--- src/rtl/cargador_pkg.sv ---
// Shared definitions for the serial operand loader: FSM encoding and counter sizing.
package cargador_pkg;

  typedef enum logic [1:0] {
    CARGA     = 2'd0,
    EVAL      = 2'd1,
    RESULTADO = 2'd2
  } state_t;

  // Beat counter width: max(1, clog2(k)).
  function automatic int cnt_w(input int k);
    return (k <= 1) ? 1 : (($clog2(k) < 1) ? 1 : $clog2(k));
  endfunction

endpackage

--- src/rtl/registro_serial.sv ---
// K-bit shift-in register, new bit enters at index 0 so the first bit ends up at K-1.
module registro_serial #(
  parameter int K = 5
) (
  input  logic         clk,
  input  logic         reset_n,
  input  logic         clear,
  input  logic         en,
  input  logic         din,
  output logic [K-1:0] q
);

  always_ff @(posedge clk or negedge reset_n) begin
    if (!reset_n)   q <= '0;
    else if (clear) q <= '0;
    else if (en)    q <= {q[K-2:0], din};
  end

endmodule

--- src/rtl/cargador_serial.sv ---
// Serial-in operand stage: loads A/B MSB first, samples network Z once, holds it under valid/ready.
module cargador_serial
  import cargador_pkg::*;
#(
  parameter int K = 5
) (
  input  logic         clk,
  input  logic         reset_n,
  input  logic         clear,
  input  logic         in_valid,
  output logic         in_ready,
  input  logic         a_bit,
  input  logic         b_bit,
  output logic [K-1:0] A,
  output logic [K-1:0] B,
  output logic         ops_valid,
  input  logic         z_in,
  output logic         res_valid,
  input  logic         res_ready,
  output logic         z_out
);

  localparam int CW = cnt_w(K);

  state_t        state, state_nx;
  logic [CW-1:0] cnt;
  logic          accept, last;

  assign accept = in_valid & in_ready;
  assign last   = (cnt == CW'(K-1));

  registro_serial #(.K(K)) u_reg_a (
    .clk(clk), .reset_n(reset_n), .clear(clear), .en(accept), .din(a_bit), .q(A)
  );

  registro_serial #(.K(K)) u_reg_b (
    .clk(clk), .reset_n(reset_n), .clear(clear), .en(accept), .din(b_bit), .q(B)
  );

  always_ff @(posedge clk or negedge reset_n) begin
    if (!reset_n) state <= CARGA;
    else          state <= state_nx;
  end

  always_comb begin
    state_nx = state;
    case (state)
      CARGA:     if (accept && last) state_nx = EVAL;
      EVAL:      state_nx = RESULTADO;
      RESULTADO: if (res_ready) state_nx = CARGA;
      default:   state_nx = CARGA;
    endcase
    if (clear) state_nx = CARGA;
  end

  always_comb begin
    in_ready  = 1'b0;
    ops_valid = 1'b0;
    res_valid = 1'b0;
    case (state)
      CARGA:     in_ready = 1'b1;
      EVAL:      ops_valid = 1'b1;
      RESULTADO: begin
        ops_valid = 1'b1;
        res_valid = 1'b1;
      end
      default:   in_ready = 1'b0;
    endcase
  end

  // Counter stops at K-1 and folds back to 0 on the final beat, so it never wraps.
  always_ff @(posedge clk or negedge reset_n) begin
    if (!reset_n)    cnt <= '0;
    else if (clear)  cnt <= '0;
    else if (accept) cnt <= last ? '0 : cnt + CW'(1);
  end

  // Z is sampled only at the end of EVAL; A/B have been stable for the whole cycle.
  always_ff @(posedge clk or negedge reset_n) begin
    if (!reset_n)             z_out <= 1'b0;
    else if (clear)           z_out <= 1'b0;
    else if (state == EVAL)   z_out <= z_in;
  end

endmodule

--- config.mk ---
export PLATFORM = sky130hd
export DESIGN_NAME = cargador_serial
export DESIGN_NICKNAME = d
export VERILOG_FILES = /design/src/rtl/cargador_pkg.sv /design/src/rtl/registro_serial.sv /design/src/rtl/cargador_serial.sv
export SDC_FILE = /design/constraint.sdc
export NUM_CORES = 1
export LEC_CHECK = 0
export ABC_CLOCK_PERIOD_IN_PS = 1900
export CELL_PAD_IN_SITES_DETAIL_PLACEMENT = 1
export CELL_PAD_IN_SITES_GLOBAL_PLACEMENT = 1
export CORE_UTILIZATION = 30
export DETAILED_ROUTE_END_ITERATION = 6
export PLACE_DENSITY_LB_ADDON = 0.1
export RECOVER_POWER = 25
export SYNTH_ARGS = -nofsm -noshare
export SYNTH_HDL_FRONTEND = slang
export SYNTH_HIERARCHICAL = 1
export SYNTH_SLANG_ARGS = --single-unit
--- constraint.sdc ---
create_clock -name clk -period 1.9 [get_ports clk]
set_input_delay 0.38 -clock clk [delete_from_list [all_inputs] [get_ports clk]]
set_output_delay 0.38 -clock clk [all_outputs]
set_load 0.01 [all_outputs]
==> metrics.txt, run 1 <==
status finished clean; Worst Setup End Kind output pin; slew margin rel. 42.2%; initial DRC count 4; standby leakage power 0.527 nW; drt total wl 1600 um; Critical path origin state[1]; number of global-route vias before repair 542; RR Endpoint u_reg_a/q[1]; fin crit share 87.9%; crit-path max FO 3; core area 2480 um^2; endpoints failing setup 0; R2R Setup Slk 0.40 ns; num rows 18; die area 2830 um^2; Cells after Synth 71; P&R area growth vs syn 38.3%; R2R cell count 8; reg-to-reg startpoint state[1]; Worst Hold Endpoint z_out; Placer Congestion 0.739; Arr. time, crit path 1.29 ns; post-synth net total 85; crit path kind flop to output pin; cts bufs inserted 3; Initial DRT Pass Iterations 3; ANT nets after route 0; final net count 115; port bufs 21; Power per Cell Area 558 nW/um^2; DR vias/cell 4.57; Cells on Worst Hold Path 2; post-synthesis sequential area ratio 50.9%; DRC Markers 0; Finished Cell Area 1090 um^2; flops & latches, synth 16; HPWL Detailed 1210 um; n_diodes 0; clk sink count 16; Overall Global Routing Usage 13.1%; mean cell area of the mapped netlist 11.1 um^2; Yosys cell types 17; Post-CTS Hold Buffers 0; clk_skew 0.000819 ns; MaxCap Viol Count 0; CTS tree yes; Fmax 598 MHz; initial antenna violation count 0; Syn. warnings 6; Placed Area 1050 um^2; Worst Hold Launch z_out; CTS clock-pin slew for the worst setup and hold paths 0.09 ns; Die H 53.2 um; Worst Hold Class flop to flop; final hold slack 0.538 ns; Required @ worst endpoint 1.52 ns; IO Pins 22; Peak VDD IR 596 uV; WL/cell 12.4 um; share of layout cells above drive strength 1 10.1%; setup TNS 0 ns; fin crit period 1.67 ns; initial core utilization 31.8%; max-slew violations 0; Longest Clk Path Bufs 2; DR vias 589; CTS Root Cell clkbuf_4; worst slew pin tran 0.867 ns; Die W 53.2 um; htree depth 1; worst-skew pair later-pin latency 0.28 ns; cell area after synthesis 787 um^2; first-pass GRT wire length 2570 um; Final Hold Viols 0; RSZ-0062 raised after global routing no; global route overflow 0; largest net degree at the start of global routing 17; Setup crit start kind flop
-- state kept, by name (all words and copies together) (netlist names) --
register / count
cnt: 3
u_reg_b/q: 5
state: 2
u_reg_a/q: 5
z_out: 1
-- where the power goes --
| group | internal [mW] | switching [mW] | total, mW |
|---|---|---|---|
| clock network | 0.0735 | 0.0986 | 0.172 |
| registers | 0.348 | 0.00680 | 0.355 |
| logic | 0.0427 | 0.0373 | 0.0800 |
-- layer usage --
layer	vias up	routed length, um	global-route usage [%]
met5	-	0	0
met4	0	0	2.63
met3	0	64	5.17
met2	14	767	20.8
met1	283	770	16.7
li1	292	-	-
-- layout make-up --
class / instances / area (um^2)
clock buffer: 3 / 22.5
fill: 297 / 1390
inverter: 5 / 18.8
multi-input combinational: 48 / 345
sequential: 16 / 400
tap: 30 / 37.5
timing repair buffer: 27 / 264
-- worst max-delay path: stages, from the launching register on --
cell           delay [ns]
dfrtp_1              0.40
inv_1                0.10
ha_1                 0.23
dlygate4sd2_1        0.28
-- cell usage in the layout (no fill, tap or decap), types with 3 or more instances in the layout --
| cell | netlist | layout |
|---|---|---|
| a21oi_1 | 3 | 3 |
| buf_4 | 0 | 4 |
| clkbuf_4 | 0 | 3 |
| clkdlybuf4s50_1 | 0 | 17 |
| dfrtp_1 | 16 | 16 |
| ha_1 | 6 | 6 |
| inv_1 | 5 | 5 |
| mux2i_1 | 12 | 12 |
| nor2_1 | 13 | 13 |
-- how the worst max path moves through the flow --
stage	end	cells past startpoint
4_1_cts	res_valid	3
2_1_floorplan	u_reg_a/q[1]	7
5_1_grt	ops_valid	3
6_report	ops_valid	3
3_5_place_dp	u_reg_a/q[1]	6
3_3_place_gp	ops_valid	3
-- through the flow --
| stage | power, mW | std cells | utilization, % | worst slack [ns] |
|---|---|---|---|---|
| 2_1_floorplan | 0.397 | 71 | - | 0.486 |
| 3_3_place_gp | 0.444 | 124 | 42.6 | 0.267 |
| 3_5_place_dp | 0.445 | 124 | 42.6 | 0.239 |
| 4_1_cts | 0.623 | 129 | 44.0 | 0.0297 |
| 5_1_grt | 0.642 | 129 | 43.9 | 0.148 |
| 6_report | 0.607 | 129 | 43.9 | 0.229 |
-- logic make-up after synthesis --
kind of cell	share of synthesized area [%]
AO/OA/AOI/OAI	5.41
AND/OR/NAND/NOR	13.7
flip-flops	50.9
multiplexers	15.3
adder cells (fa/ha/maj)	9.54
buffers and inverters	5.25
-- repair_timing --
| action | in CTS | in global routing |
|---|---|---|
| setup endpoints to repair | 2 | 1 |
| buffers inserted | 2 | 0 |
| endpoints found under the hold margin | 0 | 0 |
| resized for setup | 2 | 1 |
-- synthesized netlist by cell type, drive strengths merged --
cell type	number	area share (%)
buf	2	2.9
nand2b	2	1.6
nand4b	1	1.1
o21ai	2	1.3
nand2	3	1.7
dfrtp	16	51
a21oi	4	3.0
inv	5	2.4
mux2i	12	15
nand3	2	1.3
nor3b	1	0.95
a211o	1	1.1
ha	6	9.5
nor2b	1	0.80
nor2	13	6.2
Power figures use the tool's default switching activity.
==> inputs of run 2 (changes only) <==
Settings changed: DONT_BUFFER_PORTS set to 1.
==> run 2 against run 1 <==
First-iteration DRC count increased by 75%. Worst hold slack worse by 0.40 ns. Cell count shrank 18%. Critical path type unchanged. Critical path depth unchanged. Highest routed layer is now met4. Via count down 15%. Total power up 3.5%. Die area did not move. Sequential share of layout area rose by 9.6 points. Maximum frequency is 8.7% higher.
==> metrics.txt, run 2 (synthesized netlist as in run 1, its figures left out) <==
WL/cell 13.6 um (+9.6%); reg-to-reg startpoint state[1]; switch share 22.9% (-0.60 points); port bufs 0 (-100%); CTS tree yes; global route overflow 0 (unchanged); Top delay family on crit path flip-flops; CP peak stage delay 0.41 ns (about the same); crit path kind flop to output pin; num rows 18 (unchanged); P&R area growth vs syn 9.70%; n_diodes 0 (unchanged); IO Pins 22 (unchanged); multi-input logic area 345 um^2 (unchanged); htree depth 1 (unchanged); Worst Hold Class input port to flop; CP bufs+invs 2 (unchanged); cts bufs inserted 3 (unchanged); share of layout cells above drive strength 1 10.5% (+0.43 points); RSZ-0062 raised after global routing no; crit-path max FO 5 (+2); Die W 53.2 um (unchanged); Comb power frac 6.9% (-6.3 points); fillers 292 (-1.7%); Fmax 650 MHz (+8.7%); Arr. time, crit path 1.16 ns (-0.13 ns); final net count 91 (-21%); core area 2480 um^2 (unchanged); CP max-delay cell dfrtp_1; FF+latch area 400 um^2 (unchanged); status finished clean; standby leakage power 0.419 nW (-21%); commonest cells after routing, fill and taps aside dfrtp_1 (16), nor2_1 (13), mux2i_1 (12), ha_1 (6), inv_1 (5); largest net degree at the start of global routing 18 (+1); number of global-route vias before repair 565 (+4.2%); Placer Congestion 0.743 (+0.55%); setup TNS 0 ns (unchanged); endpoints failing setup 0 (unchanged); DR vias/cell 4.74 (+3.7%); sequential power share 57.1% (-1.4 points); most common cell after layout, fill and taps aside dfrtp_1; DRC Markers 0 (unchanged); initial core utilization 31.8% (unchanged); Die H 53.2 um (unchanged); CTS clock-pin slew for the worst setup and hold paths 0.10 ns (about the same); HPWL Detailed 1020 um (-16%); Worst Hold Launch clear; crit-path cells inv_1, ha_1, buf_4; max-slew violations 0 (unchanged); clk_skew 0.00373 ns (+0.00291 ns); CTS Root Cell clkbuf_4; initial antenna violation count 0 (unchanged); Critical path origin state[1]; first-pass GRT wire length 2470 um (-3.7%); worst-skew pair later-pin latency 0.29 ns (about the same); Final Hold Viols 0 (unchanged); P_sw 0.144 mW (+0.83%); Peak VDD IR 512 uV (-14%); fin crit period 1.54 ns (-0.134 ns); clk sink count 16 (unchanged); fin crit share 80.9% (-7.0 points); Overall Global Routing Usage 12.6% (-0.54 points); Resized cells post-CTS 0 (-2); drt total wl 1440 um (-9.9%); power after layout 0.628 mW (+3.5%); die area 2830 um^2 (unchanged); final hold slack 0.138 ns (-0.400 ns); Power per Cell Area 728 nW/um^2 (+30%); slew margin rel. 50.3% (+8.1 points); Worst Setup End Kind output pin; biggest regs u_reg_a/q: 5 flops, u_reg_b/q: 5 flops, cnt: 3 flops; worst slew pin tran 0.743 ns (-0.123 ns); Required @ worst endpoint 1.52 ns (about the same); DR vias 502 (-15%); Initial DRT Pass Iterations 2 (-1); Longest Clk Path Bufs 2 (unchanged); MaxCap Viol Count 0 (unchanged); Setup crit start kind flop; Pint 0.484 mW (+4.3%); ANT nets after route 0 (unchanged); Clock Power Share 36.1% (+7.8 points); initial DRC count 7 (+3)
==> run 2: power by group through the flow <==
| stage | clock [mW] | sequential, mW | combinational (mW) |
|---|---|---|---|
| after floorplan | 0 | 0.363 | 0.0340 |
| after global placement | 0 | 0.366 | 0.0354 |
| after detailed placement | 0 | 0.366 | 0.0356 |
| after CTS | 0.244 | 0.359 | 0.0446 |
| after global routing | 0.252 | 0.360 | 0.0501 |
| final | 0.227 | 0.359 | 0.0431 |
==> run 2: per-stage QoR <==
step           setup WS, ns  util (%)  instances  area, um^2
2_1_floorplan         0.486         -         71         787
3_3_place_gp          0.491      33.0        101         817
3_5_place_dp          0.472      33.0        101         817
4_1_cts               0.331      34.8        106         863
5_1_grt               0.269      34.8        106         863
6_report              0.363      34.8        106         863
==> run 2: cell type report <==
type                       instances  area share (%)
sequential                        16            46.4
multi-input combinational         48            40.0
tap                               30            4.35
clock buffer                       4            4.20
timing repair buffer               3            2.90
inverter                           5            2.17
==> run 2: worst paths after layout <==
| kind | slack (ns) | depth (start not counted) | to |
|---|---|---|---|
| hold / removal | 0.14 | 1 | cnt[0] |
| min in group asynchronous | 0.59 | 1 | cnt[2] |
| setup / recovery | 0.36 | 3 | in_ready |
| setup reg to reg | 0.46 | 7 | u_reg_b/q[2] |
| max in group asynchronous | 0.84 | 1 | u_reg_a/q[0] |
| hold reg to reg | 0.57 | 2 | cnt[1] |
==> run 2: per-layer routing <==
layer / GRT usage [%] / vias up / share of wire [%]
met5: 0 / - / 0
met4: 2.63 / 0 / 0.69
met3: 8.33 / 2 / 7.0
met2: 19.8 / 14 / 46
met1: 14.0 / 241 / 47
li1: - / 245 / -
==> run 2: worst reg2reg max path: stages (launching register included) <==
cell and delay [ns]:
dfrtp_1 0.41, inv_1 0.11, ha_1 0.20, nand2_2 0.09, inv_1 0.06, buf_4 0.20
mux2i_1 0.22, nor2_1 0.06
==> run 2: what timing repair did <==
action,CTS,global route
hold buffers,1,0
endpoints found under the hold margin,16,0
buffers inserted,0,0
==> inputs of run 3 (changes only) <==
Settings changed: ABC_CLOCK_PERIOD_IN_PS 1900 to 1400.
Clock period 1.9 ns to 1.4 ns, I/O delays scaled along.
==> run 3 against run 2 <==
First-iteration DRC count decreased by 71%. Combinational power up 53%. Final area is 4.8% higher. Cell count rose by 2.8%. Global-route usage down 0.23 points. Sequential share of layout area down 2.1 points. Critical path depth unchanged. Critical path type unchanged. Highest routed layer unchanged.
==> metrics.txt, run 3 (synthesized netlist as in run 1, its figures left out) <==
status finished clean; MaxCap Viol Count 0 (unchanged); die area 2830 um^2 (unchanged); Arr. time, crit path 1.10 ns (-0.06 ns); Fmax 722 MHz; HPWL Detailed 1100 um (+8.4%); crit-path cells inv_2, ha_2, buf_6; R2R Setup Slk 0.07 ns (-0.39 ns); switch share 23.4% (+0.47 points); fillers 291 (-0.34%); setup TNS 0 ns (unchanged); fin crit share 98.9%; CP max-delay cell dfrtp_1; final net count 94 (+3.3%); standby leakage power 0.441 nW (+5.2%); Util after Layout 36.5% (+1.7 points); M1 GR Usage 14.4% (+0.38 points); n_diodes 0 (unchanged); Peak VDD IR 724 uV (+41%); IO Pins 22 (unchanged); number of global-route vias before repair 499 (-12%); Initial DRT Pass Iterations 2 (unchanged); Placed Instances 103 (+2.0%); biggest regs u_reg_a/q: 5 flops, u_reg_b/q: 5 flops, cnt: 3 flops; Worst Hold Class input port to flop; R2R cell count 7 (unchanged); Final Hold Viols 0 (unchanged); htree depth 1 (unchanged); crit-path max FO 5 (unchanged); crit path kind flop to output pin; most common cell after layout, fill and taps aside dfrtp_1; Required @ worst endpoint 1.12 ns (-0.40 ns); Finished Cell Area 905 um^2 (+4.8%); Cells on Worst Hold Path 1 (unchanged); global route overflow 0 (unchanged); CP peak stage delay 0.42 ns (about the same); Worst Hold Endpoint cnt[0]; GR Util met2 18.8% (-1.0 points); WL/cell 14.3 um (+4.8%); sequential power share 56.2% (-0.9 points); clk sink count 16 (unchanged); num rows 18 (unchanged); clk_skew 0.0132 ns (+0.00947 ns); max-slew violations 0 (unchanged); Die H 53.2 um (unchanged); final non-filler cell total 109 (+2.8%); initial core utilization 31.8% (unchanged); largest net degree at the start of global routing 18 (unchanged); P_sw 0.202 mW (+41%); Comb power frac 7.6% (+0.7 points); share of layout cells above drive strength 1 17.7% (+7.2 points); slew margin rel. 49.7% (-0.58 points); commonest cells after routing, fill and taps aside dfrtp_1 (16), nor2_1 (13), mux2i_1 (12), ha_1 (5); core area 2480 um^2 (unchanged); CTS tree yes; cts bufs inserted 3 (unchanged); power after layout 0.865 mW (+38%); fin crit period 1.38 ns; Worst Hold Launch clear; initial DRC count 2 (-5); ANT nets after route 0 (unchanged); initial antenna violation count 0 (unchanged); drt total wl 1560 um (+7.8%); Clock Power Share 36.2% (about the same); CTS clock-pin slew for the worst setup and hold paths 0.11 ns (about the same); worst slew pin tran 0.752 ns (+0.00870 ns); Placer Congestion 0.714 (-3.9%); Die W 53.2 um (unchanged); DRC Markers 0 (unchanged); reg-to-reg startpoint state[1]; Overall Global Routing Usage 12.4% (-0.23 points); Placed Area 847 um^2 (+3.7%); first-pass GRT wire length 2370 um (-3.9%); DR vias/cell 4.91 (+3.6%); P&R area growth vs syn 14.9%; RR Endpoint u_reg_a/q[0]; worst-skew pair later-pin latency 0.29 ns (about the same); Longest Clk Path Bufs 2 (unchanged); Top Usage Layer GRT met2; Worst Setup End Kind output pin; CTS Root Cell clkbuf_4; Power per Cell Area 957 nW/um^2 (+31%); met3 Use GR 8.05% (-0.29 points); Setup crit start kind flop; Pint 0.663 mW (+37%); port bufs 0 (unchanged); DR vias 535 (+6.6%); RSZ-0062 raised after global routing yes; endpoints failing setup 0 (unchanged)
run 3: how the worst max path moves through the flow:
stage	start	to	slack, ns	cells past startpoint
6_report	state[1]	in_ready	0.02	3
5_1_grt	state[1]	in_ready	-0.03	3
4_1_cts	state[1]	in_ready	-0.0001	3
3_5_place_dp	state[0]	u_reg_b/q[3]	0.05	7
3_3_place_gp	state[0]	u_reg_a/q[0]	0.05	7
2_1_floorplan	state[0]	u_reg_a/q[1]	0.05	7
run 3: per-stage QoR:
step                      hold slack, ns  worst slack [ns]
after detailed placement         -0.0152            0.0486
after CTS                         0.0186        -0.0000986
after global routing             0.00767           -0.0298
final                             0.0253            0.0157
after floorplan                  -0.0156            0.0513
after global placement           -0.0152            0.0518
run 3: what timing repair did:
item,CTS,global route
cloned,0,0
gates resized for setup,2,1
setup endpoints to repair,3,6
pin swaps,0,0
setup buffers,1,0
hold buffers,1,0
endpoints found under the hold margin,16,0
run 3: critical path: cells and delay by family (launching register included):
kind	cells	cell delay, ns
DFF	1	0.42
buffers and inverters	2	0.21
adders and majority gates	1	0.19
run 3: area by class of cell:
class	instances	area, um^2	area share [%]
flip-flops and latches	16	400	44.3
multi-input cells	48	348	38.5
repair buffers	6	63.8	7.05
well taps	30	37.5	4.15
clock buffers	4	36.3	4.01
inverters	5	18.8	2.07
run 3: layer usage:
metal | wire (um) | share of wire [%]
met5 | 0 | 0
met4 | 16 | 1.0
met3 | 98 | 6.3
met2 | 720 | 46
met1 | 720 | 46
run 3: power groups by stage:
stage,Sequential (mW),Combinational [mW],Clock (mW)
final,0.486,0.0658,0.313
after global routing,0.489,0.0746,0.346
after CTS,0.487,0.0678,0.326
after detailed placement,0.496,0.0551,0
after global placement,0.496,0.0547,0
after floorplan,0.493,0.0462,0
